$ cat src/rtl/computer_system_button_pio.sv
// rtl/computer_system_button_pio.sv - Avalon-MM input PIO with edge capture and maskable IRQ (optional debounce: COMPUTER_SYSTEM_BUTTON_DEBOUNCE_EN)
module computer_system_button_pio #(
    parameter int WIDTH           = 4,
    parameter int EDGE_TYPE       = 1,
    parameter int SYNC_STAGES     = 2,
    parameter int DEBOUNCE_CYCLES = 50000
) (
    input  logic              clk,
    input  logic              reset_n,
    input  logic [1:0]        address,
    input  logic              chipselect,
    input  logic              write_n,
    input  logic [31:0]       writedata,
    input  logic [WIDTH-1:0]  in_port,
    output logic [31:0]       readdata,
    output logic              irq
);

    // Priming window: edge detection stays off until the synchroniser has filled
    localparam int PRIME_MAX = SYNC_STAGES + 1;
    localparam int PW        = $clog2(PRIME_MAX + 1);
    localparam logic [PW-1:0] PRIME_LAST = PW'(PRIME_MAX);

    logic [WIDTH-1:0] sync_q [SYNC_STAGES];
    logic [WIDTH-1:0] sync_out;
    logic [WIDTH-1:0] cin;
    logic [WIDTH-1:0] cin_d;
    logic [WIDTH-1:0] edge_raw;
    logic [WIDTH-1:0] edge_det;
    logic [WIDTH-1:0] capture;
    logic [WIDTH-1:0] mask;
    logic [WIDTH-1:0] clear_bits;
    logic [PW-1:0]    prime_cnt;
    logic             primed;
    logic             wr_en;
    logic [31:0]      rd_mux;
    logic             unused_bits;

    assign unused_bits = ^writedata;
    assign wr_en       = chipselect && !write_n;
    assign primed      = (prime_cnt == PRIME_LAST);
    assign sync_out    = sync_q[SYNC_STAGES-1];

    // Per-bit synchroniser chain for the asynchronous inputs
    always_ff @(posedge clk or negedge reset_n) begin
        if (!reset_n) begin
            for (int i = 0; i < SYNC_STAGES; i++) begin
                sync_q[i] <= '0;
            end
        end else begin
            sync_q[0] <= in_port;
            for (int i = 1; i < SYNC_STAGES; i++) begin
                sync_q[i] <= sync_q[i-1];
            end
        end
    end

`ifdef COMPUTER_SYSTEM_BUTTON_DEBOUNCE_EN
    localparam int CW = $clog2(DEBOUNCE_CYCLES + 1);
    localparam logic [CW-1:0] DB_LAST = CW'(DEBOUNCE_CYCLES - 1);

    logic [CW-1:0] db_cnt [WIDTH];

    // Debounce: a bit must differ from cin for DEBOUNCE_CYCLES consecutive cycles to be accepted
    always_ff @(posedge clk or negedge reset_n) begin
        if (!reset_n) begin
            cin <= '0;
            for (int i = 0; i < WIDTH; i++) begin
                db_cnt[i] <= '0;
            end
        end else if (!primed) begin
            cin <= sync_out;
            for (int i = 0; i < WIDTH; i++) begin
                db_cnt[i] <= '0;
            end
        end else begin
            for (int i = 0; i < WIDTH; i++) begin
                if (sync_out[i] == cin[i]) begin
                    db_cnt[i] <= '0;
                end else if (db_cnt[i] == DB_LAST) begin
                    cin[i]    <= sync_out[i];
                    db_cnt[i] <= '0;
                end else begin
                    db_cnt[i] <= db_cnt[i] + 1'b1;
                end
            end
        end
    end
`else
    assign cin = sync_out;
`endif

    // Priming counter, saturating once the window has elapsed
    always_ff @(posedge clk or negedge reset_n) begin
        if (!reset_n) begin
            prime_cnt <= '0;
        end else if (!primed) begin
            prime_cnt <= prime_cnt + 1'b1;
        end
    end

    // Delayed copy of cin; while priming it follows the value cin is loading so no edge appears
    always_ff @(posedge clk or negedge reset_n) begin
        if (!reset_n) begin
            cin_d <= '0;
        end else if (!primed) begin
            cin_d <= sync_out;
        end else begin
            cin_d <= cin;
        end
    end

    // Edge selection by EDGE_TYPE, gated off during priming
    always_comb begin
        edge_raw = cin ^ cin_d;
        if (EDGE_TYPE == 0) begin
            edge_raw = cin & ~cin_d;
        end else if (EDGE_TYPE == 1) begin
            edge_raw = ~cin & cin_d;
        end
        edge_det = primed ? edge_raw : '0;
    end

    // Write-1-to-clear mask for the edge-capture register
    always_comb begin
        clear_bits = '0;
        if (wr_en && address == 2'd3) begin
            clear_bits = writedata[WIDTH-1:0];
        end
    end

    // Edge capture: a new edge wins over a simultaneous clear of the same bit
    always_ff @(posedge clk or negedge reset_n) begin
        if (!reset_n) begin
            capture <= '0;
        end else begin
            capture <= (capture & ~clear_bits) | edge_det;
        end
    end

    // Interrupt mask register
    always_ff @(posedge clk or negedge reset_n) begin
        if (!reset_n) begin
            mask <= '0;
        end else if (wr_en && address == 2'd2) begin
            mask <= writedata[WIDTH-1:0];
        end
    end

    // Read mux, zero-extended above WIDTH
    always_comb begin
        rd_mux = '0;
        case (address)
            2'd0:    rd_mux[WIDTH-1:0] = cin;
            2'd2:    rd_mux[WIDTH-1:0] = mask;
            2'd3:    rd_mux[WIDTH-1:0] = capture;
            default: rd_mux = '0;
        endcase
    end

    // Registered read data, one cycle of latency, independent of chipselect
    always_ff @(posedge clk or negedge reset_n) begin
        if (!reset_n) begin
            readdata <= '0;
        end else begin
            readdata <= rd_mux;
        end
    end

    assign irq = |(capture & mask);

endmodule

$ cat config.mk
export PLATFORM = sky130hd
export DESIGN_NAME = computer_system_button_pio
export DESIGN_NICKNAME = d
export VERILOG_FILES = /design/src/rtl/computer_system_button_pio.sv
export SDC_FILE = /design/constraint.sdc
export NUM_CORES = 1
export LEC_CHECK = 0
export CAP_MARGIN = 10
export CORE_ASPECT_RATIO = 1.2
export CORE_UTILIZATION = 32
export DETAILED_ROUTE_END_ITERATION = 12
export PLACE_DENSITY = 0.8
export SKIP_LAST_GASP = 1
export SYNTH_ARGS = -nofsm -noshare
export SYNTH_HDL_FRONTEND = slang
export SYNTH_SLANG_ARGS = --single-unit
export TNS_END_PERCENT = 10
$ cat constraint.sdc
create_clock -name clk -period 1.1 [get_ports clk]
set_clock_uncertainty 0.1 [all_clocks]
set_input_delay 0.275 -clock clk [delete_from_list [all_inputs] [get_ports clk]]
set_output_delay 0.275 -clock clk [all_outputs]
set_load 0.005 [all_outputs]
# After elaboration in Yosys (flattened, before gate mapping)
# Index checks and enable logic that the tools add are counted.
# W data, S select, Z words.
totals:
  regBits: 26
  wordCells: 26
op_classes:
  n_addsub: 1
  n_eq_ne: 3
  n_mux: 3
  bitwise: 6
  n_reduce_logical: 6
op_table:
  columns: ["op", "count"]
  rows:
  - ["$and A4 B4 Y4", 3]
  - ["$pmux W4 S3", 1]
  - ["$mux W4", 2]
  - ["$not A4 Y4", 2]
  - ["$eq A2 B2 Y1 const B", 3]
  - ["$or A4 B4 Y4", 1]
  - ["$reduce_or A4 Y1", 1]
  - ["$logic_and A1 B1 Y1", 3]
  - ["$add A2 B1 Y2 const B", 1]
  - ["$logic_not A2 Y1", 1]
  - ["$logic_not A1 Y1", 1]

# Longest topological paths before layout
logic_depth:
  depth_word: 7
  depth_mapped: 3

# Least setup slack after synthesis
# OpenSTA, ideal clock, no wires.
synth_path:
  path_kind: "input to register"
  from: "input address[0]"
  to: "register mask[0]"
  arrival_time_ns: 1.052
  required_ns: 0.875
  slack_ns: -0.177
  stages: 3
  cell_sequence: "buf_6 and4bb_4 mux2_2"
synth_between:
  elab_chain_len: 2
synth_lines:
  columns: ["element", "line", "rtl"]
  rows:
  - ["start, declared", "10", "input logic [1:0] address,"]
  - ["$eq A2 B2 Y1", "145", "end else if (wr_en && address == 2'd2) begin"]
  - ["$logic_and A1 B1 Y1", "145", null]
  - ["end signal, assigned", "146", "mask <= writedata[WIDTH-1:0];"]
  - ["end, declared", "31", "logic [WIDTH-1:0] mask;"]
# Every way passes these cells.
# A chain may end at the register's enable or synchronous reset.

# Worst setup path in the final report
layout_path:
  from: "register capture[1]"
  to: "output irq"
layout_between:
  elab_chain_len: 2
layout_lines:
  columns: ["element", "line", "rtl"]
  rows:
  - ["start, declared", "30", "logic [WIDTH-1:0] capture;"]
  - ["start signal, assigned", "137", "capture <= (capture & ~clear_bits) | edge_det;"]
  - ["$and A4 B4 Y4", "170", "assign irq = |(capture & mask);"]
  - ["$reduce_or A4 Y1", "170", null]
  - ["end, declared", "16", "output logic irq"]
# Every way passes these cells.

==> impl_metrics.env <==
export IMPL_run_status="finished, violations left"
export IMPL_io_buffers=18
export IMPL_htreeDepth=1
export IMPL_worst_ep_arrival_time_ns=1.09
export IMPL_fill_cells=336
export IMPL_tritoncts="yes"
export IMPL_slew_violations=0
export IMPL_ir_drop_mv=0.635
export IMPL_period_minus_slack_ns=1.46
export IMPL_grt_overflow=0
export IMPL_postCtsSetupBuffers=0
export IMPL_crit_chain="a22oi_2 > nand2_1 > buf_2"
export IMPL_gp_congestion=0.781
export IMPL_rows=23
export IMPL_violations="DRC, setup timing"
export IMPL_final_util=0.428
export IMPL_final_antenna_net_count=0
export IMPL_antenna_found_initial=0
export IMPL_p_per_area_nw_per_um2=1490
export IMPL_fmax_mhz=684
export IMPL_worstPathRequired_ns=0.72
export IMPL_clockRootBuffer="clkbuf_8"
export IMPL_reg2reg_depth=4
export IMPL_endpoint_kind="primary output"
export IMPL_netlist_area_um2=1190
export IMPL_finalCritPeriodShare=1.33
export IMPL_setup_viol=19
export IMPL_combPwrFrac=0.155
export IMPL_grt_pass1_vias=782
export IMPL_p_switching_mw=0.482
export IMPL_synth_distinct_cells=18
export IMPL_drive_gt1_frac=0.202
export IMPL_start_util=0.344
export IMPL_max_cap_violations=0
export IMPL_syn_to_final_growth_pct=24.4
export IMPL_dieArea_um2=3960
export IMPL_layout_nets=173
export IMPL_drtPass1Iterations=10
export IMPL_cts_made_buffers=3
export IMPL_grt_max_degree=27
export IMPL_clock_sinks=26
export IMPL_synth_cells=97
export IMPL_dp_hpwl_mm=1.58
export IMPL_drt_initial_drc_count=25
export IMPL_grt_pass1_wl_mm=3.51
export IMPL_intPower_mw=1.72
export IMPL_netSwitchingFraction=0.219
export IMPL_ff2ff_setup_slack_ns=-0.06
export IMPL_route_detailed_drc=1
export IMPL_routed_wl_mm=2.11
export IMPL_max_stage_delay_ns=0.41
export IMPL_core_area_um2=3450
export IMPL_via_per_inst=4.36
export IMPL_finalWorstSetupSlack_ns=-0.362
export IMPL_diodes=0
export IMPL_path_clk_slew_ns=0.09
export IMPL_hold_viol=0
export IMPL_clock_latency_ns=0.27
export IMPL_start_kind="flip-flop"
export IMPL_cp_max_fo=2
export IMPL_die_x_um=57.6
export IMPL_power_leakage_nw=0.716
export IMPL_io_pins=75
export IMPL_path_class="reg -> out"
export IMPL_postSynthAreaPerCell_um2=12.2
export IMPL_clockPowerShare=0.359
export IMPL_cts_path_max_buffers=2
export IMPL_hold_path_class="in -> async"
export IMPL_rsz0062_at_grt="yes"
export IMPL_wl_per_cell_um=12.7
export IMPL_yosysWarningCount=0
export IMPL_ys_seq_area_frac=0.548
export IMPL_track_usage=0.122
export IMPL_setup_tns_ns=-3.08
export IMPL_cts_hold_buf=0
export IMPL_vias=724
export IMPL_power_frac_seq=0.486
export IMPL_ys_ff_latch=26
export IMPL_cp_slowest_cell="dfrtp_1"
export IMPL_total_power_mw=2.20
export IMPL_die_y_um=68.7
-- layer usage --
| layer | GRT usage | wire length, um |
|---|---|---|
| met5 | 0 | 0 |
| met1 | 0.118 | 824 |
| met3 | 0.0485 | 149 |
| met4 | 0.0518 | 40 |
| met2 | 0.228 | 1090 |
-- synthesized netlist by cell type --
cell type  number  share of area
a22oi_1         2          0.013
and4b_2         1         0.0095
and4bb_4        1          0.014
buf_4          29           0.18
buf_6           1         0.0095
conb_1          1         0.0032
dfrtp_1        26           0.55
ha_1            1          0.011
inv_1           4          0.013
mux2_2          5          0.047
mux2i_1         4          0.034
nand2_1         1         0.0032
nand2b_1        4          0.021
nand3_1         4          0.017
nand3b_1        4          0.025
o211ai_1        4          0.025
o21ai_0         4          0.017
xnor2_1         1         0.0074
-- worst max-delay path: cells and delay by family (launching register included) --
kind                   cells  cell delay (ns)
buffers and inverters      1             0.13
AND/OR/NAND/NOR            1             0.06
flip-flops                 1             0.41
AO/OA/AOI/OAI              1             0.22
-- area by class of cell --
cell class	count	area (um2)	area share
sequential	26	651	0.440
clock inverter	1	30.0	0.0203
inverter	4	15.0	0.0102
timing repair buffer	31	280	0.190
multi-input combinational	64	414	0.280
clock buffer	3	41.3	0.0279
tap	37	46.3	0.0313
-- metrics by stage --
step | setup WS (ns) | cell area [um2] | instances | hold WS (ns)
finish | -0.362 | 1480 | 166 | 0.252
global route | -0.404 | 1480 | 166 | 0.260
CTS | -0.345 | 1480 | 166 | 0.256
detailed placement | -0.534 | 1410 | 162 | 0.235
global placement | -0.501 | 1410 | 162 | 0.232
floorplan | -0.141 | 1310 | 124 | -0.121
-- path summary, 6_finish.rpt --
path,start,to
max reg2reg,prime_cnt[0]$_DFFE_PN0N_,capture[3]$_DFF_PN0_
min reg2reg,sync_q[7]$_DFF_PN0_,cin[3]$_DFF_PN0_
min,reset_n,readdata[3]$_DFF_PN0_
max,capture[1]$_DFF_PN0_,irq
max in group asynchronous,reset_n,capture[0]$_DFF_PN0_
min in group clk,sync_q[7]$_DFF_PN0_,cin[3]$_DFF_PN0_
-- cell families (layout without fill, tap and decap cells) --
logic type | after synthesis | count (layout) | synth area share
flip-flops | 26 | 26 | 0.548
AO/OA/AOI/OAI | 10 | 10 | 0.0548
XOR/XNOR | 1 | 1 | 0.00738
adder cells (fa/ha/maj) | 1 | 1 | 0.0105
other | 1 | 28 | 0.00316
AND/OR/NAND/NOR | 15 | 15 | 0.0896
multiplexers | 9 | 9 | 0.0811
buffers and inverters | 34 | 39 | 0.205
-- placed cells by master, fill, tap and decap left out --
| cell | synthesis | final |
|---|---|---|
| buf_2 | 0 | 1 |
| clkdlybuf4s50_1 | 0 | 13 |
| nand2b_1 | 4 | 4 |
| and4b_2 | 1 | 1 |
| inv_1 | 4 | 4 |
| bufinv_16 | 0 | 1 |
| buf_4 | 29 | 12 |
| clkbuf_8 | 0 | 3 |
| xnor2_1 | 1 | 1 |
| mux2_4 | 0 | 4 |
| a22oi_1 | 2 | 1 |
| and4bb_4 | 1 | 1 |
| dfrtp_1 | 26 | 26 |
| ha_1 | 1 | 1 |
| o21ai_0 | 4 | 4 |
| mux2i_1 | 4 | 4 |
| dlygate4sd2_1 | 0 | 4 |
| o211ai_1 | 4 | 4 |
| nand3b_1 | 4 | 4 |
| mux2_2 | 5 | 1 |
| conb_1 | 1 | 28 |
| a22oi_2 | 0 | 1 |
| buf_12 | 0 | 1 |
| nand2_1 | 1 | 1 |
| nand3_1 | 4 | 4 |
-- power by group through the flow --
stage	Sequential [mW]	Clock (mW)	Combinational, mW
floorplan	1.08	0	0.218
global placement	1.08	0	0.338
detailed placement	1.09	0	0.355
CTS	1.07	0.814	0.341
global route	1.08	0.855	0.374
finish	1.07	0.790	0.341
-- registers in the layout (all words and copies together) (netlist names) --
signal and cells:
sync_q 4, cin 4, capture 4, readdata 4, cin_d 4, prime_cnt 2
mask 4
-- repair_timing --
item	in CTS	in global routing
setup endpoints to repair	19	19
resized for setup	9	0
pin swaps	3	0
cloned	0	0
Power figures use the tool's default switching activity.
